[src/rtl/motor_cmd_sequencer_if.sv]
// Command handshake between the SPI register block and one motor sequencer.
interface motor_cmd_sequencer_if #(
    parameter int unsigned DUTY_WIDTH = 10
) ();
    logic                  cmd_valid;
    logic                  cmd_ready;
    logic [DUTY_WIDTH-1:0] cmd_duty;
    logic                  cmd_dir;

    modport master (
        output cmd_valid,
        output cmd_duty,
        output cmd_dir,
        input  cmd_ready
    );

    modport slave (
        input  cmd_valid,
        input  cmd_duty,
        input  cmd_dir,
        output cmd_ready
    );
endinterface

[src/rtl/motor_cmd_sequencer.sv]
// Per-motor command sequencer: slew-limited duty, reversal via ramp-down and
// dead-time coast, fault off-time with auto-retry and latched lockout.
module motor_cmd_sequencer #(
    parameter int unsigned DUTY_WIDTH  = 10,
    parameter int unsigned RAMP_STEP   = 8,
    parameter int unsigned RAMP_DIV    = 64,
    parameter int unsigned DEADTIME    = 256,
    parameter int unsigned RETRY_WAIT  = 4096,
    parameter int unsigned MAX_RETRIES = 3
) (
    input  logic                  clock,
    input  logic                  reset_n,
    motor_cmd_sequencer_if.slave  cmd,
    input  logic                  clear_fault,
    input  logic                  drv_fault,
    output logic [DUTY_WIDTH-1:0] duty_cycle,
    output logic                  dir,
    output logic                  drive_en,
    output logic [2:0]            state,
    output logic [1:0]            retry_count,
    output logic                  lockout
);
    localparam int unsigned PW   = (RAMP_DIV > 1) ? $clog2(RAMP_DIV) : 1;
    localparam int unsigned WMAX = (DEADTIME > RETRY_WAIT) ? DEADTIME : RETRY_WAIT;
    localparam int unsigned WW   = (WMAX > 1) ? $clog2(WMAX) : 1;
    localparam logic [DUTY_WIDTH-1:0] STEP = DUTY_WIDTH'(RAMP_STEP);

    typedef enum logic [2:0] {
        S_IDLE       = 3'd0,
        S_RUN        = 3'd1,
        S_COAST      = 3'd2,
        S_FAULT_WAIT = 3'd3,
        S_LOCKOUT    = 3'd4
    } state_t;

    state_t                state_q;
    logic [DUTY_WIDTH-1:0] target_duty;
    logic                  target_dir;
    logic [PW-1:0]         prescale;
    logic [WW-1:0]         wait_cnt;

    logic                  accept;
    logic                  tick;
    logic                  coast_done;
    logic                  retry_done;
    logic                  fault_hit;
    logic [DUTY_WIDTH-1:0] eff_target;
    logic [DUTY_WIDTH-1:0] diff;
    logic [DUTY_WIDTH-1:0] ramp_next;

    assign cmd.cmd_ready = ((state_q == S_IDLE) || (state_q == S_RUN)) && !drv_fault;
    assign state         = state_q;

    // Event decode and the next slew-limited duty value.
    always_comb begin
        accept     = cmd.cmd_valid && cmd.cmd_ready;
        tick       = (prescale == PW'(RAMP_DIV - 1));
        coast_done = (wait_cnt == WW'(DEADTIME - 1));
        retry_done = (wait_cnt == WW'(RETRY_WAIT - 1));
        fault_hit  = drv_fault && ((state_q == S_IDLE) || (state_q == S_RUN) ||
                                   (state_q == S_COAST) ||
                                   ((state_q == S_FAULT_WAIT) && retry_done));
        eff_target = (target_dir == dir) ? target_duty : '0;
        diff       = '0;
        ramp_next  = duty_cycle;
        if (eff_target > duty_cycle) begin
            diff      = eff_target - duty_cycle;
            ramp_next = (diff > STEP) ? (duty_cycle + STEP) : eff_target;
        end else begin
            diff      = duty_cycle - eff_target;
            ramp_next = (diff > STEP) ? (duty_cycle - STEP) : eff_target;
        end
    end

    always_ff @(posedge clock or negedge reset_n) begin
        if (!reset_n) begin
            state_q     <= S_IDLE;
            duty_cycle  <= '0;
            dir         <= 1'b0;
            drive_en    <= 1'b0;
            retry_count <= '0;
            lockout     <= 1'b0;
            target_duty <= '0;
            target_dir  <= 1'b0;
            prescale    <= '0;
            wait_cnt    <= '0;
        end else begin
            if (accept) begin
                target_duty <= cmd.cmd_duty;
                target_dir  <= cmd.cmd_dir;
            end
            if (clear_fault && (state_q != S_LOCKOUT)) begin
                retry_count <= '0;
            end

            // A fault pre-empts every other transition in the cycle it lands.
            if (fault_hit) begin
                duty_cycle <= '0;
                drive_en   <= 1'b0;
                wait_cnt   <= '0;
                if (retry_count < 2'(MAX_RETRIES)) begin
                    retry_count <= retry_count + 2'd1;
                    state_q     <= S_FAULT_WAIT;
                end else begin
                    lockout <= 1'b1;
                    state_q <= S_LOCKOUT;
                end
            end else begin
                case (state_q)
                    S_IDLE: begin
                        duty_cycle <= '0;
                        drive_en   <= 1'b0;
                        if (target_duty != '0) begin
                            dir      <= target_dir;
                            prescale <= '0;
                            drive_en <= 1'b1;
                            state_q  <= S_RUN;
                        end
                    end
                    S_RUN: begin
                        prescale <= tick ? '0 : (prescale + PW'(1));
                        if ((duty_cycle == '0) && (target_dir != dir)) begin
                            drive_en <= 1'b0;
                            wait_cnt <= '0;
                            state_q  <= S_COAST;
                        end else if ((duty_cycle == '0) && (target_duty == '0)) begin
                            drive_en    <= 1'b0;
                            retry_count <= '0;
                            state_q     <= S_IDLE;
                        end else begin
                            drive_en <= 1'b1;
                            if (tick) begin
                                duty_cycle <= ramp_next;
                            end
                        end
                    end
                    S_COAST: begin
                        duty_cycle <= '0;
                        drive_en   <= 1'b0;
                        wait_cnt   <= wait_cnt + WW'(1);
                        if (coast_done) begin
                            dir      <= target_dir;
                            wait_cnt <= '0;
                            if (target_duty != '0) begin
                                prescale <= '0;
                                drive_en <= 1'b1;
                                state_q  <= S_RUN;
                            end else begin
                                state_q <= S_IDLE;
                            end
                        end
                    end
                    S_FAULT_WAIT: begin
                        drive_en <= 1'b0;
                        wait_cnt <= wait_cnt + WW'(1);
                        if (retry_done) begin
                            duty_cycle <= '0;
                            prescale   <= '0;
                            wait_cnt   <= '0;
                            drive_en   <= 1'b1;
                            state_q    <= S_RUN;
                        end
                    end
                    S_LOCKOUT: begin
                        duty_cycle <= '0;
                        drive_en   <= 1'b0;
                        if (clear_fault) begin
                            lockout     <= 1'b0;
                            retry_count <= '0;
                            target_duty <= '0;
                            state_q     <= S_IDLE;
                        end
                    end
                    default: begin
                        duty_cycle <= '0;
                        drive_en   <= 1'b0;
                        state_q    <= S_IDLE;
                    end
                endcase
            end
        end
    end
endmodule

[src/flat_wrapper.sv]
// flat-port wrapper written by rule: the top's interface ports become plain ports
module motor_cmd_sequencer_flat 
#(
    parameter int unsigned DUTY_WIDTH  = 10,
    parameter int unsigned RAMP_STEP   = 8,
    parameter int unsigned RAMP_DIV    = 64,
    parameter int unsigned DEADTIME    = 256,
    parameter int unsigned RETRY_WAIT  = 4096,
    parameter int unsigned MAX_RETRIES = 3
)
  (clock, reset_n, clear_fault, drv_fault, duty_cycle, dir, drive_en, state, retry_count, lockout, cmd_cmd_valid, cmd_cmd_duty, cmd_cmd_dir, cmd_cmd_ready);
  motor_cmd_sequencer_if #(.DUTY_WIDTH(DUTY_WIDTH)) cmd_i ();
  input  logic clock;
  input  logic reset_n;
  input  logic clear_fault;
  input  logic drv_fault;
  output logic [DUTY_WIDTH-1:0] duty_cycle;
  output logic dir;
  output logic drive_en;
  output logic [2:0] state;
  output logic [1:0] retry_count;
  output logic lockout;
  input wire logic [$bits(cmd_i.cmd_valid)-1:0] cmd_cmd_valid;
  input wire logic [$bits(cmd_i.cmd_duty)-1:0] cmd_cmd_duty;
  input wire logic [$bits(cmd_i.cmd_dir)-1:0] cmd_cmd_dir;
  output wire logic [$bits(cmd_i.cmd_ready)-1:0] cmd_cmd_ready;
  assign cmd_i.cmd_valid = cmd_cmd_valid;
  assign cmd_i.cmd_duty = cmd_cmd_duty;
  assign cmd_i.cmd_dir = cmd_cmd_dir;
  assign cmd_cmd_ready = cmd_i.cmd_ready;
  motor_cmd_sequencer #(.DUTY_WIDTH(DUTY_WIDTH), .RAMP_STEP(RAMP_STEP), .RAMP_DIV(RAMP_DIV), .DEADTIME(DEADTIME), .RETRY_WAIT(RETRY_WAIT), .MAX_RETRIES(MAX_RETRIES)) u_core (.clock(clock), .reset_n(reset_n), .cmd(cmd_i), .clear_fault(clear_fault), .drv_fault(drv_fault), .duty_cycle(duty_cycle), .dir(dir), .drive_en(drive_en), .state(state), .retry_count(retry_count), .lockout(lockout));
endmodule
[config.mk]
export PLATFORM = sky130hd
export DESIGN_NAME = motor_cmd_sequencer_flat
export DESIGN_NICKNAME = d
export VERILOG_FILES = /design/src/rtl/motor_cmd_sequencer_if.sv /design/src/rtl/motor_cmd_sequencer.sv /design/src/flat_wrapper.sv
export SDC_FILE = /design/constraint.sdc
export NUM_CORES = 1
export LEC_CHECK = 0
export CORE_AREA = 4 4 87 89
export DETAILED_ROUTE_END_ITERATION = 12
export DIE_AREA = 0 0 91 93
export GPL_ROUTABILITY_DRIVEN = 0
export PLACE_DENSITY = 0.76
export RECOVER_POWER = 25
export SLEW_MARGIN = 20
export SYNTH_ARGS = -nofsm -noshare
export SYNTH_HDL_FRONTEND = slang
export SYNTH_SLANG_ARGS = --single-unit
[constraint.sdc]
create_clock -name clock -period 10.4 [get_ports clock]
set_input_delay 1.04 -clock clock [delete_from_list [all_inputs] [get_ports clock]]
set_output_delay 1.04 -clock clock [all_outputs]
set_load 0.005 [all_outputs]
==> results by group <==
Floorplan
  – DIE HEIGHT: around 93 um
  – Core Area: roughly 6800 um^2
  – Starting utilization of the core area: 54.5%
  – Die area: between 8000 and 9000 um^2
  – Count of boundary I/O pins: 35
  – Row count: 30
  – Width of the die: around 91 um

STA
  – Actual transition at the worst max-transition pin: 2.55 ns
  – Final Hold Fails: 0
  – Achievable Freq: roughly 220 MHz
  – Setup skew after layout: between 0.01 and 0.015 ns
  – RSZ-0062 raised after global routing: false
  – Setup slack of the critical path after layout: 5.82 ns
  – Max-slew violation count: 48
  – Total negative slack: 0 ns
  – Fin crit period: 4.58 ns
  – Number of setup violations in the final report: 0
  – Post-route worst hold slack: about 0.49 ns
  – Portion of the clock cycle consumed by the worst path in the final layout: between 40% and 50%
  – Worst slew margin: -70.1%

Routing
  – Final routed wirelength across all metal layers: 9350 um
  – DRT Pass-1 Iters: 5
  – Routed vias: between 3,000 and 4,000
  – Routed len/inst: between 15 and 20 um
  – Antenna Violating Nets Remaining: 0
  – First DRT Iteration DRCs: around 270
  – Post-detailed-route via-to-cell ratio: between 6 and 7
  – Total DRC errors in the routed layout: 0

Critical path
  – Maximum net fanout on the critical path: 11
  – Startpoint Class: flop
  – Critical Path Sink Type: flop
  – Required time reported for the critical path endpoint: about 11 ns
  – Start-to-end type of the worst setup path: reg -> reg
  – Worst path arrival time: about 4.8 ns

Cells and area
  – Final Instance Area: about 4100 um^2
  – Fillers: about 600
  – Synthesis-to-finish area growth: 11.9%
  – NumNets Final: a little over 500
  – Share of final-layout standard cells stronger than drive strength 1: approximately 6%
  – Antenna cell count: 0

Clock tree
  – Post-CTS setup buffer count: 0
  – Number of levels the H-tree was split into: 2
  – Clock insertion delay at the later pin of the skew report: 0.29 ns
  – Clock Pin Slew Worst Setup and Hold Paths: 0.09 ns
  – Root buffer cell: sky130_fd_sc_hd__clkbuf_8
  – CTS hold repair buffers: 0
  – Total clock buffers created by CTS: 5
  – PostCTS Resize Cnt: 0
  – TritonCTS sink count: 47
  – Longest Clk Path Bufs: 2
  – TritonCTS clock tree: yes

Global routing
  – Global-route total usage across every layer: between 20% and 30%
  – Initial antenna violation count: 0
  – Gr ovfl total: 0
  – Global-route wire length before repair: ~16,000 um
  – Number of global-route vias before repair: about 3,400
  – Maximum number of pins on one net before global-route repair: 48

Run status
  – Outcome: complete, but fails checks
  – Violations in the final reports: max-capacitance violations, max-slew violations

Power
  – Power density cells: 308 nW/um^2
  – Power, Total: 1.27 mW
  – Worst IR drop on VDD: 0.143 mV
  – Leak pwr: 1.80 nW

Yosys
  – Post-Synthesis Cells: between 400 and 500
  – Register area share after synthesis: 31.9%
  – Mapped Nets: roughly 490
  – Flip-flop cell with the highest count after synthesis: sky130_fd_sc_hd__dfrtp_1
  – Distinct cell type count of the synthesized netlist: 65
  – Area share of the leading cell type in the synthesized netlist: a little under a third
  – Leading post-synthesis cells by cell area: sky130_fd_sc_hd__dfrtp_1 32%, sky130_fd_sc_hd__ha_1 6.8%, sky130_fd_sc_hd__nand2_1 6.4%, sky130_fd_sc_hd__o21ai_0 4.5%, sky130_fd_sc_hd__a21oi_1 3.8%
  – Avg Synthesized Cell Area: 8.17 um^2
  – Number of synthesized flops with an enable pin: 0
  – Post-synthesis instance area: 3680 um^2
  – Synth Warn #: 0
  – Cell taking the most area after synthesis: sky130_fd_sc_hd__dfrtp_1
  – Share of flip-flops with an asynchronous set or reset: between 90% and 100%
  – Flop and latch count out of synthesis: 47

Placement
  – Post-detailed-placement cell area: 4050 um^2
  – Setup WS pre-CTS: 5.93 ns
  – HPWL after DPL: approximately 7300 um
  – Port Buffers: 34

Worst hold path
  – Worst min-delay path category: reg -> reg

Flow run
  – Max-capacitance violation count: 1
-- sequential cells by signal, summed over array words and instances, names as in the netlist --
signal,flops
u_core.wait_cnt,12
u_core.duty_cycle,10
u_core.target_duty,10
u_core.prescale,6
u_core.state,3
u_core.retry_count,2
u_core.dir,1
u_core.drive_en,1
u_core.lockout,1
u_core.target_dir,1
-- synthesized netlist by cell type, types with 3 or more instances --
library cell	instances
sky130_fd_sc_hd__o2bb2ai_1	3
sky130_fd_sc_hd__a211oi_1	5
sky130_fd_sc_hd__a21oi_1	28
sky130_fd_sc_hd__nor3_1	10
sky130_fd_sc_hd__inv_1	25
sky130_fd_sc_hd__a31oi_1	4
sky130_fd_sc_hd__o31ai_1	6
sky130_fd_sc_hd__a211o_1	3
sky130_fd_sc_hd__nand2_1	63
sky130_fd_sc_hd__nand4_1	4
sky130_fd_sc_hd__o41ai_1	3
sky130_fd_sc_hd__nand2b_1	5
sky130_fd_sc_hd__ha_1	20
sky130_fd_sc_hd__clkbuf_1	15
sky130_fd_sc_hd__buf_2	4
sky130_fd_sc_hd__and4_1	4
sky130_fd_sc_hd__a221o_1	4
sky130_fd_sc_hd__a31o_2	3
sky130_fd_sc_hd__a21o_1	3
sky130_fd_sc_hd__xnor2_1	10
sky130_fd_sc_hd__a2111oi_2	4
sky130_fd_sc_hd__nor2b_1	9
sky130_fd_sc_hd__a22oi_1	4
sky130_fd_sc_hd__and2_1	10
sky130_fd_sc_hd__dfrtp_1	47
sky130_fd_sc_hd__xor2_1	8
sky130_fd_sc_hd__nor2_1	37
sky130_fd_sc_hd__and3_1	12
sky130_fd_sc_hd__o21ai_0	33
sky130_fd_sc_hd__nor4_1	4
sky130_fd_sc_hd__nand3_1	14
-- final cells by class --
class | instances | area (um^2) | share of cell area, %
clock buffer | 5 | 68.8 | 1.67
inverter | 25 | 93.8 | 2.28
clock inverter | 1 | 7.51 | 0.182
timing repair buffer | 37 | 354 | 8.59
sequential | 47 | 1180 | 28.5
tap | 80 | 100 | 2.43
multi-input combinational | 358 | 2320 | 56.3
-- path summary, 6_finish.rpt --
path / startpoint / endpoint / slack, ns / depth (start not counted)
min: u_core.prescale[5] / u_core.prescale[5] / 0.49 / 1
max in group asynchronous: reset_n / u_core.duty_cycle[3] / 7.32 / 2
min in group asynchronous: reset_n / u_core.wait_cnt[0] / 1.63 / 2
max reg2reg: u_core.dir / u_core.duty_cycle[2] / 5.82 / 14
max: u_core.dir / u_core.duty_cycle[2] / 5.82 / 14
min reg2reg: u_core.prescale[5] / u_core.prescale[5] / 0.49 / 1
-- stage by stage --
step,util (%),cells
global route,61.0,553
CTS,61.1,553
global placement,60.0,547
floorplan,-,451
finish,61.0,553
detailed placement,60.0,547
-- logic make-up (layout without fill, tap and decap cells) --
family,after synthesis,after routing,synth area share [%]
DFF,47,47,31.9
AOI/OAI and AO/OA,134,134,27.0
adders and majority gates,21,21,7.10
xor gates and xnor gates,18,18,4.28
and+or+nand+nor,181,181,23.6
buffers and inverters,46,68,5.03
muxes,4,4,1.15
-- power by group --
| group | internal, mW | switching [mW] | leakage (nW) |
|---|---|---|---|
| clock | 0.0447 | 0.0579 | 0.0361 |
| sequential | 0.221 | 0.0498 | 0.628 |
| combinational | 0.360 | 0.536 | 1.13 |
-- critical path: stages (launching register included) --
cell,delay [ns]
sky130_fd_sc_hd__dfrtp_1,0.44
sky130_fd_sc_hd__xnor2_1,0.62
sky130_fd_sc_hd__buf_4,0.29
sky130_fd_sc_hd__and2_1,0.17
sky130_fd_sc_hd__inv_1,0.05
sky130_fd_sc_hd__ha_1,0.37
sky130_fd_sc_hd__and3b_1,0.23
sky130_fd_sc_hd__o31a_1,0.30
sky130_fd_sc_hd__or2_0,0.23
sky130_fd_sc_hd__a311o_1,0.37
sky130_fd_sc_hd__a2bb2o_4,0.24
sky130_fd_sc_hd__nor3_1,0.27
sky130_fd_sc_hd__o2bb2ai_2,0.33
sky130_fd_sc_hd__nor2b_1,0.40
sky130_fd_sc_hd__o2bb2ai_1,0.17
-- placed cells by master, fill, tap and decap left out, types with 5 or more instances in the layout --
master	instances
sky130_fd_sc_hd__inv_1	25
sky130_fd_sc_hd__a21oi_1	28
sky130_fd_sc_hd__nand3_1	14
sky130_fd_sc_hd__clkbuf_8	5
sky130_fd_sc_hd__nand2b_1	5
sky130_fd_sc_hd__o31ai_1	6
sky130_fd_sc_hd__xor2_1	8
sky130_fd_sc_hd__ha_1	20
sky130_fd_sc_hd__o21ai_0	33
sky130_fd_sc_hd__nand2_1	63
sky130_fd_sc_hd__xnor2_1	10
sky130_fd_sc_hd__and3_1	12
sky130_fd_sc_hd__nor2b_1	9
sky130_fd_sc_hd__nor2_1	37
sky130_fd_sc_hd__nor3_1	10
sky130_fd_sc_hd__a211oi_1	5
sky130_fd_sc_hd__and2_1	10
sky130_fd_sc_hd__clkdlybuf4s50_1	33
sky130_fd_sc_hd__dfrtp_1	47
-- routing by layer --
metal / vias up / global-route usage, % / part of all wire (%)
met5: - / 0 / 0
met1: 1636 / 30.1 / 43
li1: 1677 / - / -
met2: 138 / 37.6 / 47
met4: 0 / 8.29 / 2.9
met3: 27 / 2.90 / 6.3
Note: power is estimated with default switching activity, not from simulation.
